$ cat src/rtl/shift_counter_pkg.sv
`default_nettype none
// +--------------------------------------------------------------------+
// | shift_counter_pkg : mode/direction encodings and seed helper       |
// | Revision: 1.0                                                      |
// +--------------------------------------------------------------------+
package shift_counter_pkg;

  localparam logic MODE_RING    = 1'b0;
  localparam logic MODE_JOHNSON = 1'b1;
  localparam logic DIR_LSB      = 1'b0;
  localparam logic DIR_MSB      = 1'b1;

  // Bit idx of the seed for a counter of the given width: MSB-only in ring mode, zero in Johnson.
  function automatic logic seed_bit(input logic mode, input int idx, input int width);
    return (mode == MODE_RING) && (idx == width - 1);
  endfunction

endpackage
`default_nettype wire

$ cat src/rtl/shift_counter_if.sv
`default_nettype none
// +--------------------------------------------------------------------+
// | shift_counter_if : control inputs and registered outputs           |
// | Revision: 1.0                                                      |
// +--------------------------------------------------------------------+
interface shift_counter_if #(
  parameter int WIDTH = 4
) ();

  logic             en;
  logic             mode;
  logic             dir;
  logic             load;
  logic [WIDTH-1:0] load_val;
  logic [WIDTH-1:0] state;
  logic             wrap;
  logic             err;

  modport master (
    output en, mode, dir, load, load_val,
    input  state, wrap, err
  );

  modport slave (
    input  en, mode, dir, load, load_val,
    output state, wrap, err
  );

endinterface
`default_nettype wire

$ cat src/rtl/shift_counter_next.sv
`default_nettype none
// +--------------------------------------------------------------------+
// | shift_next : next-state, legality and seed detection               |
// | Revision: 1.0                                                      |
// +--------------------------------------------------------------------+
module shift_next
  import shift_counter_pkg::*;
#(
  parameter int WIDTH = 4
) (
  input  logic [WIDTH-1:0] state,
  input  logic             mode,
  input  logic             dir,
  output logic [WIDTH-1:0] next,
  output logic             legal,
  output logic             is_seed
);

  logic [WIDTH-1:0] w_seed;
  logic [WIDTH-1:0] w_shifted;
  logic [WIDTH-2:0] w_trans;
  logic             w_johnson;
  logic             w_legal_ring;
  logic             w_legal_johnson;

  always_comb begin
    w_seed = '0;
    for (int i = 0; i < WIDTH; i++) begin
      w_seed[i] = seed_bit(mode, i, WIDTH);
    end
  end

  assign w_johnson = (mode == MODE_JOHNSON);

  // The bit entering the vacated end is inverted in Johnson mode only.
  assign w_shifted = (dir == DIR_MSB)
                   ? {state[WIDTH-2:0], state[WIDTH-1] ^ w_johnson}
                   : {state[0] ^ w_johnson, state[WIDTH-1:1]};

  assign w_trans         = state[WIDTH-1:1] ^ state[WIDTH-2:0];
  assign w_legal_johnson = ((w_trans & (w_trans - (WIDTH-1)'(1))) == '0);
  assign w_legal_ring    = $onehot(state);

  assign legal   = w_johnson ? w_legal_johnson : w_legal_ring;
  assign next    = legal ? w_shifted : w_seed;
  assign is_seed = legal && (w_shifted == w_seed);

endmodule
`default_nettype wire

$ cat src/rtl/shift_counter.sv
`default_nettype none
// +--------------------------------------------------------------------+
// | shift_counter : ring / Johnson counter with load and self-repair   |
// | Revision: 1.0                                                      |
// +--------------------------------------------------------------------+
module shift_counter
  import shift_counter_pkg::*;
#(
  parameter int WIDTH = 4
) (
  input  logic            clk,
  input  logic            reset,
  shift_counter_if.slave  bus
);

  if (WIDTH < 2) begin : g_bad_width
    $error("shift_counter: WIDTH must be >= 2");
  end

  logic [WIDTH-1:0] state_q, state_d;
  logic             wrap_q, wrap_d;
  logic             err_q, err_d;
  logic [WIDTH-1:0] w_seed;
  logic [WIDTH-1:0] w_next;
  logic             w_legal;
  logic             w_is_seed;

  shift_next #(
    .WIDTH (WIDTH)
  ) u_next (
    .state   (state_q),
    .mode    (bus.mode),
    .dir     (bus.dir),
    .next    (w_next),
    .legal   (w_legal),
    .is_seed (w_is_seed)
  );

  always_comb begin
    w_seed = '0;
    for (int i = 0; i < WIDTH; i++) begin
      w_seed[i] = seed_bit(bus.mode, i, WIDTH);
    end
  end

  always_comb begin
    state_d = state_q;
    wrap_d  = 1'b0;
    err_d   = 1'b0;
    if (bus.load) begin
      state_d = bus.load_val;
    end else if (bus.en) begin
      state_d = w_next;
      wrap_d  = w_is_seed;
      err_d   = ~w_legal;
    end
  end

  always_ff @(posedge clk) begin
    if (reset) begin
      state_q <= w_seed;
      wrap_q  <= 1'b0;
      err_q   <= 1'b0;
    end else begin
      state_q <= state_d;
      wrap_q  <= wrap_d;
      err_q   <= err_d;
    end
  end

  assign bus.state = state_q;
  assign bus.wrap  = wrap_q;
  assign bus.err   = err_q;

endmodule
`default_nettype wire

$ cat src/flat_wrapper.sv
// flat-port wrapper written by rule: the top's interface ports become plain ports
module shift_counter_flat import shift_counter_pkg::*;
#(
  parameter int WIDTH = 4
)
  (clk, reset, bus_en, bus_mode, bus_dir, bus_load, bus_load_val, bus_state, bus_wrap, bus_err);
  shift_counter_if #(.WIDTH(WIDTH)) bus_i ();
  input  logic clk;
  input  logic reset;
  input wire logic [$bits(bus_i.en)-1:0] bus_en;
  input wire logic [$bits(bus_i.mode)-1:0] bus_mode;
  input wire logic [$bits(bus_i.dir)-1:0] bus_dir;
  input wire logic [$bits(bus_i.load)-1:0] bus_load;
  input wire logic [$bits(bus_i.load_val)-1:0] bus_load_val;
  output wire logic [$bits(bus_i.state)-1:0] bus_state;
  output wire logic [$bits(bus_i.wrap)-1:0] bus_wrap;
  output wire logic [$bits(bus_i.err)-1:0] bus_err;
  assign bus_i.en = bus_en;
  assign bus_i.mode = bus_mode;
  assign bus_i.dir = bus_dir;
  assign bus_i.load = bus_load;
  assign bus_i.load_val = bus_load_val;
  assign bus_state = bus_i.state;
  assign bus_wrap = bus_i.wrap;
  assign bus_err = bus_i.err;
  shift_counter #(.WIDTH(WIDTH)) u_core (.clk(clk), .reset(reset), .bus(bus_i));
endmodule
$ cat config.mk
export PLATFORM = sky130hd
export DESIGN_NAME = shift_counter_flat
export DESIGN_NICKNAME = d
export VERILOG_FILES = /design/src/rtl/shift_counter_pkg.sv /design/src/rtl/shift_counter_if.sv /design/src/rtl/shift_counter_next.sv /design/src/rtl/shift_counter.sv /design/src/flat_wrapper.sv
export SDC_FILE = /design/constraint.sdc
export NUM_CORES = 1
export LEC_CHECK = 0
export CAP_MARGIN = 20
export CORE_AREA = 2 2 39 41
export CTS_CLUSTER_SIZE = 25
export DETAILED_ROUTE_END_ITERATION = 8
export DIE_AREA = 0 0 41 43
export HOLD_SLACK_MARGIN = 0.03
export PLACE_DENSITY = 0.81
export SYNTH_ARGS = -nofsm -noshare
export SYNTH_HDL_FRONTEND = slang
export SYNTH_HIERARCHICAL = 1
export SYNTH_SLANG_ARGS = --single-unit
$ cat constraint.sdc
create_clock -name clk -period 3.2 [get_ports clk]
set_clock_uncertainty 0.15 [all_clocks]
set_input_delay 0.96 -clock clk [delete_from_list [all_inputs] [get_ports clk]]
set_output_delay 0.96 -clock clk [all_outputs]
set_load 0.005 [all_outputs]
==> flow_summary.toml, run 1 <==
[timing]
max_slew_margin_pct = 74.04
post-route-period-util_pct = 90.93
fmax_mhz = 343.7
drv_slew = 0
worst_pin_slew_ps = 389.4
fin_crit_ps = 2910
rsz0062_at_grt = "false"
hold_ws_ps = 528.5
fin_setup_tns_ps = 0
finalHoldViolations = 0
finalSetupViolations = 0

[synthesis]
yosys-top-cells-area = "dfxtp_1 19%, mux2i_1 13%, a211oi_1 7.1%"
synth-seq-area-share_pct = 24.59
synth_cell_type_count = 26
ys.flop_type = "dfxtp_1"
syn_inst = 54
yosysTopAreaCell = "dfxtp_1"
syn_area_um2 = 529.3
syn_nets = 68
synth_edf_count = 1
yosys.area.top_type_share_pct = 18.91
async_flop_share_pct = 0
avgSynthCellArea_um2 = 9.801
synth.ff_latch_count = 6
synth_warnings = 6

[pwr]
powerDensity_nw_per_um2 = 402.4
power.leakage_nw = 0.2825
ir_worst_vdd_mv = 0.2117

[final_layout]
fin_nets = 87
drive_above_1_share_pct = 11.11
syn2layout_area_growth_pct = 35.93
most-common-layout-cells = "15 x clkdlybuf4s50_1, 7 x mux2i_1, 5 x a211oi_1, 5 x dfxtp_1"
final_common_cell = "clkdlybuf4s50_1"
antenna_cells = 0

[floorplan]
die_w_um = 41
dieHeight_um = 43
start_util_pct = 38.25
core_area_um2 = 1384
std_cell_rows = 14
ios = 16
die_area_um2 = 1763

[run]
maxCapViolations = 0

[routing]
routed_wirelength_um = 1152
vias_per_cell = 5.330
ant_nets = 0
detail_route.wl_per_cell_um = 13.09
dr.pass1.iters = 4
via_count = 469
drc = 0
drtIter0Drc = 11

[worst_setup_path]
worstPathArrival_ps = 2910
critPathCaptureType = "register"
reg2reg_slack_ps = 290
worstPathRequired_ps = 3200
cp_max_fo = 7
criticalPathCategory = "reg -> reg"
start_kind = "register"

[clocking]
cts_root_buffer = "clkbuf_4"
clk_latency_ps = 240
cts_tree = "done"
clk_pin_slew_worst_paths_ps = 50
clock-sinks = 6
postCtsSetupBuffers = 0
cts_buffer_depth = 2
numCtsBuffers = 3
cts_resized = 0
ctsHoldBuffers = 0
htreeDepth = 1

[global_routing]
grt_pass1_vias = 483
grt_overflow = 0
grt_antenna_before_repair = 0
grt_pass1_wl_um = 1959
grt.total_usage_pct = 15.86
grt_max_degree = 9

[placed_design]
port_buffers = 15
hpwl_um = 925.1
place_congestion = 0.7924

[status]
status = "finished, final reports clean"

[hold_path]
hold_class = "reg -> reg"
sequential cells by signal, indices dropped and copies added (netlist names):
| signal | cells |
|---|---|
| u_core/bus.err | 1 |
| u_core/bus.state | 4 |
| u_core/bus.wrap | 1 |
cell usage after synthesis (all sizes together), types with 2 or more instances:
| cell type | number |
|---|---|
| nor4b | 2 |
| a211oi | 5 |
| dfxtp | 5 |
| ha | 3 |
| inv | 3 |
| xnor2 | 2 |
| mux2i | 7 |
| nor2 | 4 |
| or3 | 2 |
| nor2b | 4 |
| nor3b | 2 |
| buf | 3 |
cells by family after synthesis:
group / count (synthesis) / share of synthesized area, %
and+or+nand+nor: 19 / 23.64
AOI/OAI and AO/OA: 10 / 18.20
muxes: 7 / 13.24
buffers and inverters: 6 / 6.146
DFF: 6 / 24.59
adders and majority gates: 4 / 10.88
xor gates and xnor gates: 2 / 3.310
critical path, stage by stage (launching register included):
cell      delay (ps)
edfxtp_1         480
ha_1             370
ha_1             230
fa_1             450
nor4b_2          360
a311oi_4         120
a211oi_1         290
mux2i_1          130
a211oi_1         240
report_power, final:
group	switching, mW	total, mW	internal (mW)	leakage, nW
Sequential	0.00904	0.0928	0.0837	0.0515
Clock	0.0276	0.0749	0.0472	0.0150
Combinational	0.0547	0.122	0.0671	0.216
per-stage QoR:
stage / std cells / cell area [um^2] / total power, mW / util (%) / setup slack [ps]
after floorplan: 54 / 529.3 / 0.1752 / - / 530.0
after CTS: 88 / 719.4 / 0.2922 / 51.99 / 312.7
after detailed placement: 84 / 693.2 / 0.2163 / 50.09 / 336.2
after global placement: 84 / 693.2 / 0.2122 / 50.09 / 399.2
final: 88 / 719.4 / 0.2895 / 51.99 / 290.1
after global routing: 88 / 719.4 / 0.3079 / 51.99 / 182.4
per-layer routing:
metal  up-vias  routed length, um  part of all wire, %  track usage (%)
met3         2                 50                  4.3            6.806
met5         -                  0                    0                0
met2        13                584                   51            25.94
met1       216                512                   44            18.01
li1        238                  -                    -                -
met4         0                  5                 0.43            4.000
path summary, 6_finish.rpt:
path | start | to | cells after the start
worst max-delay path | u_core/bus.state[3] | u_core/bus.state[0] | 8
worst min-delay path | u_core/bus.state[0] | u_core/bus.state[0] | 2
worst max register to register | u_core/bus.state[3] | u_core/bus.state[0] | 8
worst min register to register | u_core/bus.state[0] | u_core/bus.state[0] | 2
layout make-up:
| cell class | instances | area [um^2] |
|---|---|---|
| Fill cell | 132 | 664.4 |
| Multi-Input combinational cell | 42 | 366.6 |
| Timing Repair Buffer | 17 | 165.2 |
| Sequential cell | 6 | 130.1 |
| Clock buffer | 4 | 26.28 |
| Tap cell | 16 | 20.02 |
| Inverter | 3 | 11.26 |
No activity file was read; power rests on OpenSTA's default activity.
==> inputs of run 2 (changes only) <==
CAP_MARGIN = 25   (was 20)
==> results of run 2 <==
Final layout, timing and power as in run 1 (identical DEF).
